===== config.mk =====
export PLATFORM = sky130hd
export DESIGN_NAME = jump_target_unit
export DESIGN_NICKNAME = d
export VERILOG_FILES = /design/src/rtl/jump_target_unit.sv
export SDC_FILE = /design/constraint.sdc
export NUM_CORES = 1
export LEC_CHECK = 0
export CORE_MARGIN = 5
export CORE_UTILIZATION = 40
export CTS_CLUSTER_SIZE = 25
export DETAILED_ROUTE_END_ITERATION = 6
export HOLD_SLACK_MARGIN = 0.05
export PLACE_DENSITY = 0.76
export SYNTH_ARGS = -nofsm -noshare
export SYNTH_HDL_FRONTEND = slang
export SYNTH_SLANG_ARGS = --single-unit

===== constraint.sdc =====
create_clock -name clk -period 2.9 [get_ports clk]
set_input_delay 0.29 -clock clk [delete_from_list [all_inputs] [get_ports clk]]
set_output_delay 0.29 -clock clk [all_outputs]
set_load 0.005 [all_outputs]

===== src/rtl/jump_target_unit.sv =====
// jump_target_unit: registered next-PC target generator for the multicycle MIPS datapath.
// Computes JUMP / BRANCH / REG / VECTOR targets from PC+4 and instruction fields with a
// one-cycle latency behind a valid/ready handshake.
//
// Optional feature macro: JTU_RAS_EN
//   defined   : circular return-address stack; JAL pushes, REG pops and flags ras_hit.
//   undefined : no stack storage, ras_hit tied to 0.
//
// Ports:
//   clk, reset            clock (rising edge), synchronous active-high reset
//   in_valid / in_ready   request handshake (in_ready is combinational)
//   mode                  00 JUMP, 01 BRANCH, 10 REG, 11 VECTOR
//   link                  JAL qualifier for JUMP mode
//   pc_in                 PC+4 of the instruction
//   inst_idx              instruction index / branch offset field
//   reg_in                rs value for REG mode
//   out_valid / out_ready result handshake
//   target                computed target
//   link_addr             pc_in of the accepted request
//   misaligned            low SHIFT bits of target nonzero
//   ras_hit               REG target matched the popped stack entry
module jump_target_unit #(
  parameter int unsigned ADDR_W = 32,
  parameter int unsigned IDX_W = 26,
  parameter int unsigned BR_W = 16,
  parameter int unsigned SHIFT = 2,
  parameter logic [ADDR_W-1:0] VECTOR_ADDR = ADDR_W'(32'h0000_00FC),
  parameter int unsigned RAS_DEPTH = 4
) (
  input  logic              clk,
  input  logic              reset,
  input  logic              in_valid,
  output logic              in_ready,
  input  logic [1:0]        mode,
  input  logic              link,
  input  logic [ADDR_W-1:0] pc_in,
  input  logic [IDX_W-1:0]  inst_idx,
  input  logic [ADDR_W-1:0] reg_in,
  output logic              out_valid,
  input  logic              out_ready,
  output logic [ADDR_W-1:0] target,
  output logic [ADDR_W-1:0] link_addr,
  output logic              misaligned,
  output logic              ras_hit
);

  localparam logic [1:0] MODE_JUMP   = 2'b00;
  localparam logic [1:0] MODE_BRANCH = 2'b01;
  localparam logic [1:0] MODE_REG    = 2'b10;
  localparam logic [1:0] MODE_VECTOR = 2'b11;

  // Parameter sanity checks at elaboration
  if (ADDR_W <= IDX_W + SHIFT) begin : g_chk_addr
    $error("jump_target_unit: ADDR_W must exceed IDX_W+SHIFT");
  end
  if (BR_W > IDX_W) begin : g_chk_br
    $error("jump_target_unit: BR_W must not exceed IDX_W");
  end
  if (RAS_DEPTH < 2) begin : g_chk_ras
    $error("jump_target_unit: RAS_DEPTH must be at least 2");
  end
  if (SHIFT < 1) begin : g_chk_shift
    $error("jump_target_unit: SHIFT must be at least 1");
  end

  logic              out_valid_q, out_valid_d;
  logic [ADDR_W-1:0] target_q, target_d;
  logic [ADDR_W-1:0] link_addr_q, link_addr_d;
  logic              misaligned_q, misaligned_d;

  logic              accept;
  logic [ADDR_W-1:0] target_c;
  logic [ADDR_W-1:0] br_ext;
  logic              hit_c;

  assign in_ready = !out_valid_q || out_ready;
  assign accept   = in_valid && in_ready;

  // Sign-extended, word-scaled branch offset
  assign br_ext = {{(ADDR_W-BR_W){inst_idx[BR_W-1]}}, inst_idx[BR_W-1:0]} << SHIFT;

  // Target selection for the request currently presented
  always_comb begin
    target_c = '0;
    case (mode)
      MODE_JUMP:   target_c = {pc_in[ADDR_W-1:IDX_W+SHIFT], inst_idx, {SHIFT{1'b0}}};
      MODE_BRANCH: target_c = pc_in + br_ext;
      MODE_REG:    target_c = reg_in;
      MODE_VECTOR: target_c = VECTOR_ADDR;
      default:     target_c = '0;
    endcase
  end

`ifdef JTU_RAS_EN
  localparam int unsigned PTR_W = $clog2(RAS_DEPTH);
  localparam int unsigned CNT_W = $clog2(RAS_DEPTH + 1);

  logic [ADDR_W-1:0] ras_q [RAS_DEPTH];
  logic [PTR_W-1:0]  ptr_q, ptr_d;
  logic [CNT_W-1:0]  cnt_q, cnt_d;
  logic              ras_hit_q, ras_hit_d;
  logic [PTR_W-1:0]  pop_idx;
  logic [PTR_W-1:0]  push_nxt;
  logic              push, pop;

  // ptr_q is the next write slot; the newest entry sits just below it
  assign pop_idx  = (ptr_q == '0) ? PTR_W'(RAS_DEPTH - 1) : ptr_q - PTR_W'(1);
  assign push_nxt = (ptr_q == PTR_W'(RAS_DEPTH - 1)) ? '0 : ptr_q + PTR_W'(1);
  assign push     = accept && (mode == MODE_JUMP) && link;
  assign pop      = accept && (mode == MODE_REG) && (cnt_q != '0);
  assign hit_c    = pop && (ras_q[pop_idx] == reg_in);

  // Stack pointer/count update; full stack overwrites the oldest entry
  always_comb begin
    ptr_d = ptr_q;
    cnt_d = cnt_q;
    if (push) begin
      ptr_d = push_nxt;
      if (cnt_q != CNT_W'(RAS_DEPTH)) cnt_d = cnt_q + CNT_W'(1);
    end else if (pop) begin
      ptr_d = pop_idx;
      cnt_d = cnt_q - CNT_W'(1);
    end
  end

  always_comb begin
    ras_hit_d = ras_hit_q;
    if (accept) ras_hit_d = hit_c;
  end

  always_ff @(posedge clk) begin
    if (reset) begin
      ptr_q     <= '0;
      cnt_q     <= '0;
      ras_hit_q <= 1'b0;
    end else begin
      ptr_q     <= ptr_d;
      cnt_q     <= cnt_d;
      ras_hit_q <= ras_hit_d;
    end
  end

  // Stack storage; count gates validity so no reset is needed
  always_ff @(posedge clk) begin
    if (push && !reset) ras_q[ptr_q] <= pc_in;
  end

  assign ras_hit = ras_hit_q;
`else
  logic unused_link;
  assign unused_link = link;
  assign hit_c       = 1'b0;
  assign ras_hit     = 1'b0;
`endif

  // Output register next-state: load on accept, drain on consume, else hold
  always_comb begin
    out_valid_d  = out_valid_q;
    target_d     = target_q;
    link_addr_d  = link_addr_q;
    misaligned_d = misaligned_q;
    if (accept) begin
      out_valid_d  = 1'b1;
      target_d     = target_c;
      link_addr_d  = pc_in;
      misaligned_d = |target_c[SHIFT-1:0];
    end else if (out_ready) begin
      out_valid_d  = 1'b0;
    end
  end

  always_ff @(posedge clk) begin
    if (reset) begin
      out_valid_q  <= 1'b0;
      target_q     <= '0;
      link_addr_q  <= '0;
      misaligned_q <= 1'b0;
    end else begin
      out_valid_q  <= out_valid_d;
      target_q     <= target_d;
      link_addr_q  <= link_addr_d;
      misaligned_q <= misaligned_d;
    end
  end

  assign out_valid  = out_valid_q;
  assign target     = target_q;
  assign link_addr  = link_addr_q;
  assign misaligned = misaligned_q;

endmodule


### After elaboration in Yosys (flattened, before gate mapping)

Index checks and enable logic that the tools add are counted.

| word-level totals | value |
|---|---|
| memory bits (read-only) | 0 |
| latch bits | 0 |
| input bits | 97 |
| RAM bits | 0 |
| flip-flop bits (word level) | 66 |
| output and inout port bits | 68 |
| memories kept | 0 |

| cells by class | value |
|---|---|
| mux-type cells | 3 |
| add/sub/neg operators | 1 |
| equal/unequal tests | 3 |
| bitwise operators | 0 |
| reductions and logical operators | 6 |
| multiply operators | 0 |
| $lt $le $gt $ge | 0 |
| shift operators | 0 |
| div/mod/pow operators | 0 |

Operator list:

| operator | number |
|---|---|
| $pmux W32 S4 | 1 |
| $add A32 B32 Y32 | 1 |
| $eq A2 B2 Y1 const B | 2 |
| $eq A2 B1 Y1 const B | 1 |
| $logic_not A2 Y1 | 1 |
| $mux W1 | 2 |
| $reduce_bool A2 Y1 | 1 |
| $reduce_or A2 Y1 | 1 |
| $logic_and A1 B1 Y1 | 1 |
| $logic_not A1 Y1 | 1 |
| $logic_or A1 B1 Y1 | 1 |

### Logic depth before layout (Yosys ltp)

Gate-level depths: netlist of the first run.

| logic depth | value |
|---|---|
| depth in word-level cells | 4 |
| depth in mapped cells | 11 |
| depth with buffers taken out | 11 |

### Least setup slack after synthesis of the first run

OpenSTA, ideal clock, no wires.

| timing | value |
|---|---|
| kind | in2reg |
| start point | input pc_in[2] |
| end point | register target_q[24], in the netlist target[24] |
| slack | 0.333 ns |
| library setup time | 0.120 ns |
| cell stages on the path | 11 |
| arrival time | 2.447 ns |
| cell sequence | ha_1 -> inv_1 -> fa_1 -> nor2b_4 -> o31a_2 -> o21ai_4 -> o41a_4 -> o21ai_4 -> a21o_2 -> a211oi_1 -> a211o_1 |

| between the ends | value |
|---|---|
| word-level cells in the longest chain between the ends | 2 |

RTL lines:

| item | RTL line | source |
|---|---|---|
| start, declared | 36 | `input logic [ADDR_W-1:0] pc_in,` |
| $add A32 B32 Y32 | 87 | `MODE_BRANCH: target_c = pc_in + br_ext;` |
| $pmux W32 S4 | 85 | `case (mode)` |
| end signal, assigned | 180 | `target_q <= target_d;` |
| end, declared | 67 | `logic [ADDR_W-1:0] target_q, target_d;` |

Every way passes these cells.
A chain may end at the register's enable or synchronous reset.

### Worst setup path in the final report of the first run

Same ends and word-level chain as after synthesis.

==> results.tsv, run 1 <==
stage	metric	value	unit
status	status	completed	
yosys	YS warnings	0	
route	DRT antenna net count	0	
die	Die Wd	117	um
power_and_ir_drop	IR drop worst, VDD	282	uV
grt	largest net degree at the start of global routing	54	
clocking	Root Buffer	clkbuf_16	
setup_path	slowest stage delay, CP	0.52	ns
clocking	Post-CTS Setup Bufs	0	
grt	Remaining Overflow, GRT	0	
setup_path	Reg-to-Reg Start	out_valid$_SDFFE_PP0P_	
clocking	clock buffer depth	2	
yosys	Post-synth EDFFs	0	
cells_and_area	ant diodes	0	
yosys	Avg Inst Size Synth	7.59	um2
timing	RSZ-0062 raised after global routing	yes	
route	1st-pass router iterations	5	
timing	min Tclk post-route	2.84	ns
route	DR DRC count	0	
yosys	area leader, netlist	dfxtp_1	
place	IO Port Bufs	162	
setup_path	critical path's most frequent cell	o21ai_4	
setup_path	Setup crit end kind	flip-flop	
timing	period utilisation layout	98.0	%
grt	first-pass GRT wire length	24600	um
route	1st-iter DRT viols	350	
min_path	WHS Endpoint	link_addr[27]$_SDFFE_PP0P_	
route	average via count per standard cell	5.47	
setup_path	critical path, cell by cell	clkdlybuf4s50_1 -> ha_2 -> inv_1 -> fa_2 -> nor2b_4 -> o31a_4 -> o21ai_4 -> o41a_4 -> o21ai_4 -> a21o_2 -> a211oi_1 -> a211o_1	
timing	Slew Viols, Final	0	
timing	fin worst setup slack	0.0567	ns
setup_path	reg2reg end	target[2]$_SDFFE_PP0P_	
setup_path	Crit Path Class	primary input to flip-flop	
timing	Clock Skews	0.00544	ns
timing	final hold violations	0	
setup_path	Largest delay share family, worst path	compound AO/OA/AOI/OAI gates	
timing	Fmax	0.352	GHz
yosys	ys flop type	dfxtp_1	
die	die height	117	um
grt	Tot GR Track Use	22.6	%
setup_path	Crit. Startpoint	pc_in[2]	
setup_path	CP Data Arrival Time	3.06	ns
setup_path	CP required	3.12	ns
timing	final setup vio count	0	
clocking	CTS Hold Bufs	0	
clocking	CTS Buf Count	9	
yosys	post-synthesis sequential area ratio	28.8	%
power_and_ir_drop	Power Density	460	nW/um2
setup_path	CP startpoint kind	primary input	
cells_and_area	final core utilization	62.1	%
yosys	Yosys cell types	57	
route	DR WL/cell	16.9	um
die	# rows	39	
route	Routed WL	16000	um
clocking	Clock Sinks	66	
yosys	post-synthesis cell count	604	
yosys	top cells by count, synth	nand2_1 (98), a21oi_1 (73), dfxtp_1 (66), nor2_1 (56), o21ai_0 (38)	
yosys	count leader, synth	nand2_1	
yosys	Synthesized Nets	731	
die	Top-Level Pins	165	
timing	Max transition margin	52.0	%
place	Final GP Congestion	0.867	
grt	initial antenna violation count	0	
clocking	Skew-Pair Late Insertion Delay	0.33	ns
yosys	post-synthesis register bit count	66	
min_path	min-delay src	link_addr[27]$_SDFFE_PP0P_	
die	Core Region	11300	um2
run	Max Cap Violations	0	
yosys	Async S/R FF share, synth	0	%
setup_path	worst reg-to-reg path cell count	6	
yosys	top post-synthesis cells by area	dfxtp_1 (29%), nand2_1 (8.0%), a21oi_1 (8.0%)	
place	final HPWL from detailed placement	12300	um
setup_path	Crit Path Max Fanout	4	
cells_and_area	Layout area overhead	53.2	%
clocking	H-tree depth	3	
clocking	CTS tree	yes	
timing	Worst-Margin Slew	0.719	ns
cells_and_area	share of cells above drive strength 1	12.4	%
clocking	Reg clk slew, reported paths	0.05	ns
power_and_ir_drop	Leakage	0.00284	uW
die	Initial Util	40.5	%
setup_path	slowest cell on the critical path	o41a_4	
min_path	WHS Path Cells	2	
setup_path	Worst Path Buf+Inv	2	
min_path	Hold Crit Class	flip-flop to flip-flop	
die	die area	13700	um2
yosys	share of the synthesized area in the top cell type	28.8	%
yosys	Mapped Area	4590	um2
grt	number of global-route vias before repair	5047	
cells_and_area	Final nets	922	
setup_path	flop-to-flop setup slack	1.19	ns
route	vias post-DR	5160	
place	dpl ws	-0.326	ns
layout make-up:
cell class	count	area, um2
clock buffer	11	243
clock inverter	5	77.6
fill	1010	4300
inverter	6	22.5
multi-input combinational	487	3080
sequential	66	1320
tap	143	179
timing repair buffer	225	2100
cells in the final DEF (no fill, tap or decap), drive strengths merged, types with 5 or more instances in the layout:
master / n
xnor2: 14
nand2: 98
a21oi: 73
nor2b: 6
buf: 65
clkbuf: 11
mux2: 6
o221ai: 14
dfxtp: 66
o21a: 5
ha: 29
nand3: 7
inv: 6
o211ai: 8
nor3: 15
xor2: 8
nand4: 6
a21o: 13
a211oi: 12
mux2i: 24
nor2: 56
o21bai: 6
o21ai: 44
clkdlybuf4s50: 160
per-stage QoR:
stage	hold slack, ns	std cells	instance area [um2]	total power, uW	setup TNS, ns
finish	0.452	943	7030	3230	0
global placement	0.442	927	6690	2040	-1.59
detailed placement	0.446	927	6690	2050	-2.23
floorplan	0.419	604	4590	1550	0
global route	0.475	943	7030	3400	-0.00684
CTS	0.454	943	7010	3250	0
worst reg2reg max path, cell delays in order, from the launching register on:
cell      delay [ns]
dfxtp_1         0.31
nand2b_1        0.16
and2_2          0.39
buf_12          0.27
buf_4           0.23
o221ai_1        0.12
a21oi_1         0.17
what timing repair did:
| item | in CTS | in global routing |
|---|---|---|
| pin swaps | 1 | 2 |
| hold endpoints to repair | 0 | 0 |
| resized for setup | 0 | 5 |
| setup endpoints to repair | 2 | 7 |
sequential cells by signal, summed over array words and instances, names as in the netlist:
name	count
target	32
out_valid	1
link_addr	32
misaligned	1
layer usage:
| metal | GRT usage [%] | share of wire (%) |
|---|---|---|
| met5 | 0 | 0 |
| met4 | 6.42 | 0.94 |
| met3 | 4.32 | 6.7 |
| met2 | 37.6 | 47 |
| met1 | 30.0 | 45 |
where the power goes:
part           switching [uW]  total [uW]  leakage, uW  internal, uW
Combinational             498        1040      0.00214           546
Clock                     412        1180     0.000156           773
Sequential               32.6        1010     0.000545           973
cell families (layout without fill, tap and decap cells):
family,Yosys count,count (layout),synth area share [%]
muxes,30,30,6.71
buffers and inverters,51,247,4.39
AOI/OAI and AO/OA,196,196,27.7
DFF,66,66,28.8
adders and majority gates,30,30,8.35
and+or+nand+nor,208,208,19.8
xor gates and xnor gates,22,22,4.20
other,1,1,0.0818
worst max-delay path by stage:
stage	to	cells past startpoint
6_report	target[24]$_SDFFE_PP0P_	12
5_1_grt	target[22]$_SDFFE_PP0P_	13
4_1_cts	target[22]$_SDFFE_PP0P_	13
3_5_place_dp	target[24]$_SDFFE_PP0P_	12
3_3_place_gp	target[24]$_SDFFE_PP0P_	12
2_1_floorplan	target[24]$_SDFFE_PP0P_	11
Note: power is estimated with default switching activity, not from simulation.
==> run 2, diff against run 1 <==
--- a/config.mk
+++ b/config.mk
@@ -5,12 +5,14 @@
 export SDC_FILE = /design/constraint.sdc
 export NUM_CORES = 1
 export LEC_CHECK = 0
+export CELL_PAD_IN_SITES_DETAIL_PLACEMENT = 2
+export CELL_PAD_IN_SITES_GLOBAL_PLACEMENT = 2
 export CORE_MARGIN = 5
-export CORE_UTILIZATION = 40
+export CORE_UTILIZATION = 25
 export CTS_CLUSTER_SIZE = 25
 export DETAILED_ROUTE_END_ITERATION = 6
 export HOLD_SLACK_MARGIN = 0.05
-export PLACE_DENSITY = 0.76
+export PLACE_DENSITY = 0.85
 export SYNTH_ARGS = -nofsm -noshare
 export SYNTH_HDL_FRONTEND = slang
 export SYNTH_SLANG_ARGS = --single-unit
==> run 2 against run 1 <==
Effect of this change:
- hold slack worse by 0.18 ns
- largest cell class unchanged
- critical path depth decreased by 1
- power rose by 3.1%
- clock power about the same
- largest power group unchanged
- clock skew is 0.0013 ns higher
- highest routed layer unchanged
- sequential share of layout area fell by 0.53 points
- sequential power barely moved
==> results.tsv, run 2 (synthesis gave the netlist of run 1 again) <==
stage	metric	value	unit	change
status	status	completed		unchanged
timing	Max transition margin	61.5	%	was 52.0%
timing	final setup vio count	0		unchanged
power_and_ir_drop	IR drop worst, VDD	281	uV	was 282 uV
grt	largest net degree at the start of global routing	38		was 54
clocking	Skew-Pair Late Insertion Delay	0.35	ns	was 0.33 ns
setup_path	critical path, cell by cell	clkdlybuf4s50_1 -> buf_4 -> ha_1 -> a21oi_1 -> nand2_1 -> a311oi_1 -> nand2_1 -> o21ai_1 -> nor4_1 -> a311oi_1 -> o41ai_1		was clkdlybuf4s50_1 -> ha_2 -> inv_1 -> fa_2 -> nor2b_4 -> o31a_4 -> o21ai_4 -> o41a_4 -> o21ai_4 -> a21o_2 -> a211oi_1 -> a211o_1
clocking	H-tree depth	3		unchanged
grt	met2 Use GR	34.7	%	was 37.6%
cells_and_area	commonest cells after routing, fill and taps aside	clkdlybuf4s50_1 (158), nand2_1 (97), a21oi_1 (73)		was clkdlybuf4s50_1 (160), nand2_1 (97), a21oi_1 (73)
die	Die Wd	145	um	was 117 um
run	Max Cap Violations	0		unchanged
route	Routed WL	21100	um	was 16000 um
die	Core Region	18000	um2	was 11300 um2
grt	Remaining Overflow, GRT	0		unchanged
timing	RSZ-0062 raised after global routing	no		was yes
timing	final hold violations	0		unchanged
grt	number of global-route vias before repair	6107		was 5047
setup_path	slowest stage delay, CP	0.52	ns	about the same
clocking	Reg clk slew, reported paths	0.06	ns	was 0.05 ns
cells_and_area	ant diodes	0		unchanged
timing	period utilisation layout	94.7	%	was 98.0%
place	final HPWL from detailed placement	16600	um	was 12300 um
cells_and_area	Final nets	933		was 922
timing	min Tclk post-route	2.75	ns	was 2.84 ns
die	# rows	49		was 39
clocking	Clock Sinks	66		unchanged
setup_path	Crit Path Max Fanout	6		was 4
die	die area	21200	um2	was 13700 um2
timing	Hold WS	0.274	ns	was 0.452 ns
timing	Fmax	0.364	GHz	was 0.352 GHz
setup_path	Setup crit end kind	flip-flop		unchanged
setup_path	Crit Path Class	primary input to flip-flop		unchanged
clocking	Root Buffer	clkbuf_16		unchanged
place	Final GP Congestion	0.866		was 0.867
power_and_ir_drop	Power Density	461	nW/um2	was 460 nW/um2
timing	Clock Skews	0.00670	ns	was 0.00544 ns
cells_and_area	most common cell after layout, fill and taps aside	clkdlybuf4s50_1		unchanged
grt	first-pass GRT wire length	34300	um	was 24600 um
clocking	CTS Buf Count	9		unchanged
cells_and_area	share of cells above drive strength 1	13.8	%	was 12.4%
die	Initial Util	25.4	%	was 40.5%
setup_path	CP required	3.11	ns	was 3.12 ns
setup_path	CP Data Arrival Time	2.95	ns	was 3.06 ns
setup_path	worst reg-to-reg path cell count	6		unchanged
cells_and_area	Layout area overhead	57.6	%	was 53.2%
grt	GR Util met3	3.58	%	was 4.32%
timing	Worst-Margin Slew	0.562	ns	was 0.719 ns
route	DRT antenna net count	0		unchanged
die	Top-Level Pins	165		unchanged
setup_path	CP startpoint kind	primary input		unchanged
min_path	Hold Crit Class	primary input to flip-flop		was flip-flop to flip-flop
grt	initial antenna violation count	0		unchanged
route	DR WL/cell	20.3	um	was 16.9 um
cells_and_area	Fill cells	2036		was 1010
route	DR DRC count	0		unchanged
grt	met1 Usage GRT	24.7	%	was 30.0%
grt	Tot GR Track Use	19.8	%	was 22.6%
route	average via count per standard cell	5.13		was 5.47
clocking	clock buffer depth	2		unchanged
die	die height	145	um	was 117 um
clocking	CTS tree	yes		unchanged
timing	Slew Viols, Final	0		unchanged
grt	GR peak layer	met2		unchanged
setup_path	Reg-to-Reg Start	out_valid$_SDFFE_PP0P_		unchanged
route	1st-iter DRT viols	177		was 350
setup_path	slowest cell on the critical path	clkdlybuf4s50_1		was o41a_4
power_and_ir_drop	Leakage	0.00291	uW	was 0.00284 uW
power_and_ir_drop	Pwr Total	3340	uW	was 3230 uW
place	IO Port Bufs	162		unchanged
setup_path	Crit. Startpoint	inst_idx[15]		was pc_in[2]
route	1st-pass router iterations	4		was 5
timing	setup tns final	0	ns	unchanged
route	vias post-DR	5340		was 5160
min_path	min-delay src	pc_in[2]		was link_addr[27]$_SDFFE_PP0P_
cells_and_area	final core utilization	40.1	%	was 62.1%
min_path	WHS Path Cells	3		was 2
==> run 2: routing by layer <==
| metal | share of wire, % | wire (um) |
|---|---|---|
| met5 | 0 | 0 |
| met4 | 1.5 | 323 |
| met3 | 4.2 | 883 |
| met2 | 50 | 10500 |
| met1 | 44 | 9390 |
==> run 2: what timing repair did <==
item | 4_1_cts | 5_1_grt
resized for setup | 1 | 7
cloned | 0 | 0
setup endpoints to repair | 4 | 8
setup buffers | 0 | 1
hold buffers | 0 | 0
pin swaps | 1 | 6
==> run 2: worst paths after layout <==
kind | endpoint | slack [ns]
max | target[31]$_SDFFE_PP0P_ | 0.15
max reg2reg | target[26]$_SDFFE_PP0P_ | 1.28
min reg2reg | link_addr[22]$_SDFFE_PP0P_ | 0.46
min | link_addr[2]$_SDFFE_PP0P_ | 0.27
==> run 2: where the power goes <==
| part | total (uW) | internal (uW) | switching, uW |
|---|---|---|---|
| logic | 1110 | 562 | 552 |
| registers | 1010 | 973 | 35.7 |
| clock network | 1210 | 773 | 439 |
==> run 2: cell type report <==
type / instances / area (um2) / area share [%]
clock buffers: 11 / 243 / 3.36
clock inverters: 5 / 77.6 / 1.07
inverters: 6 / 22.5 / 0.312
multi-input cells: 487 / 3090 / 42.7
flip-flops and latches: 66 / 1320 / 18.3
well taps: 229 / 287 / 3.96
repair buffers: 236 / 2190 / 30.3
==> run 2: worst max-delay path: cells and delay by family <==
family          cells  cell delay, ns
compound gates      5            1.21
fa+ha+maj           1            0.36
buf+inv             2            0.73
simple gates        3            0.36
==> run 2: through the flow <==
step           cells  setup WS, ns  cell area [um2]
4_1_cts         1039        0.0136             7190
3_5_place_dp    1023        -0.439             6870
6_report        1040         0.153             7230
5_1_grt         1040        0.0113             7230
2_1_floorplan    604         0.333             4590
3_3_place_gp    1023        -0.301             6870
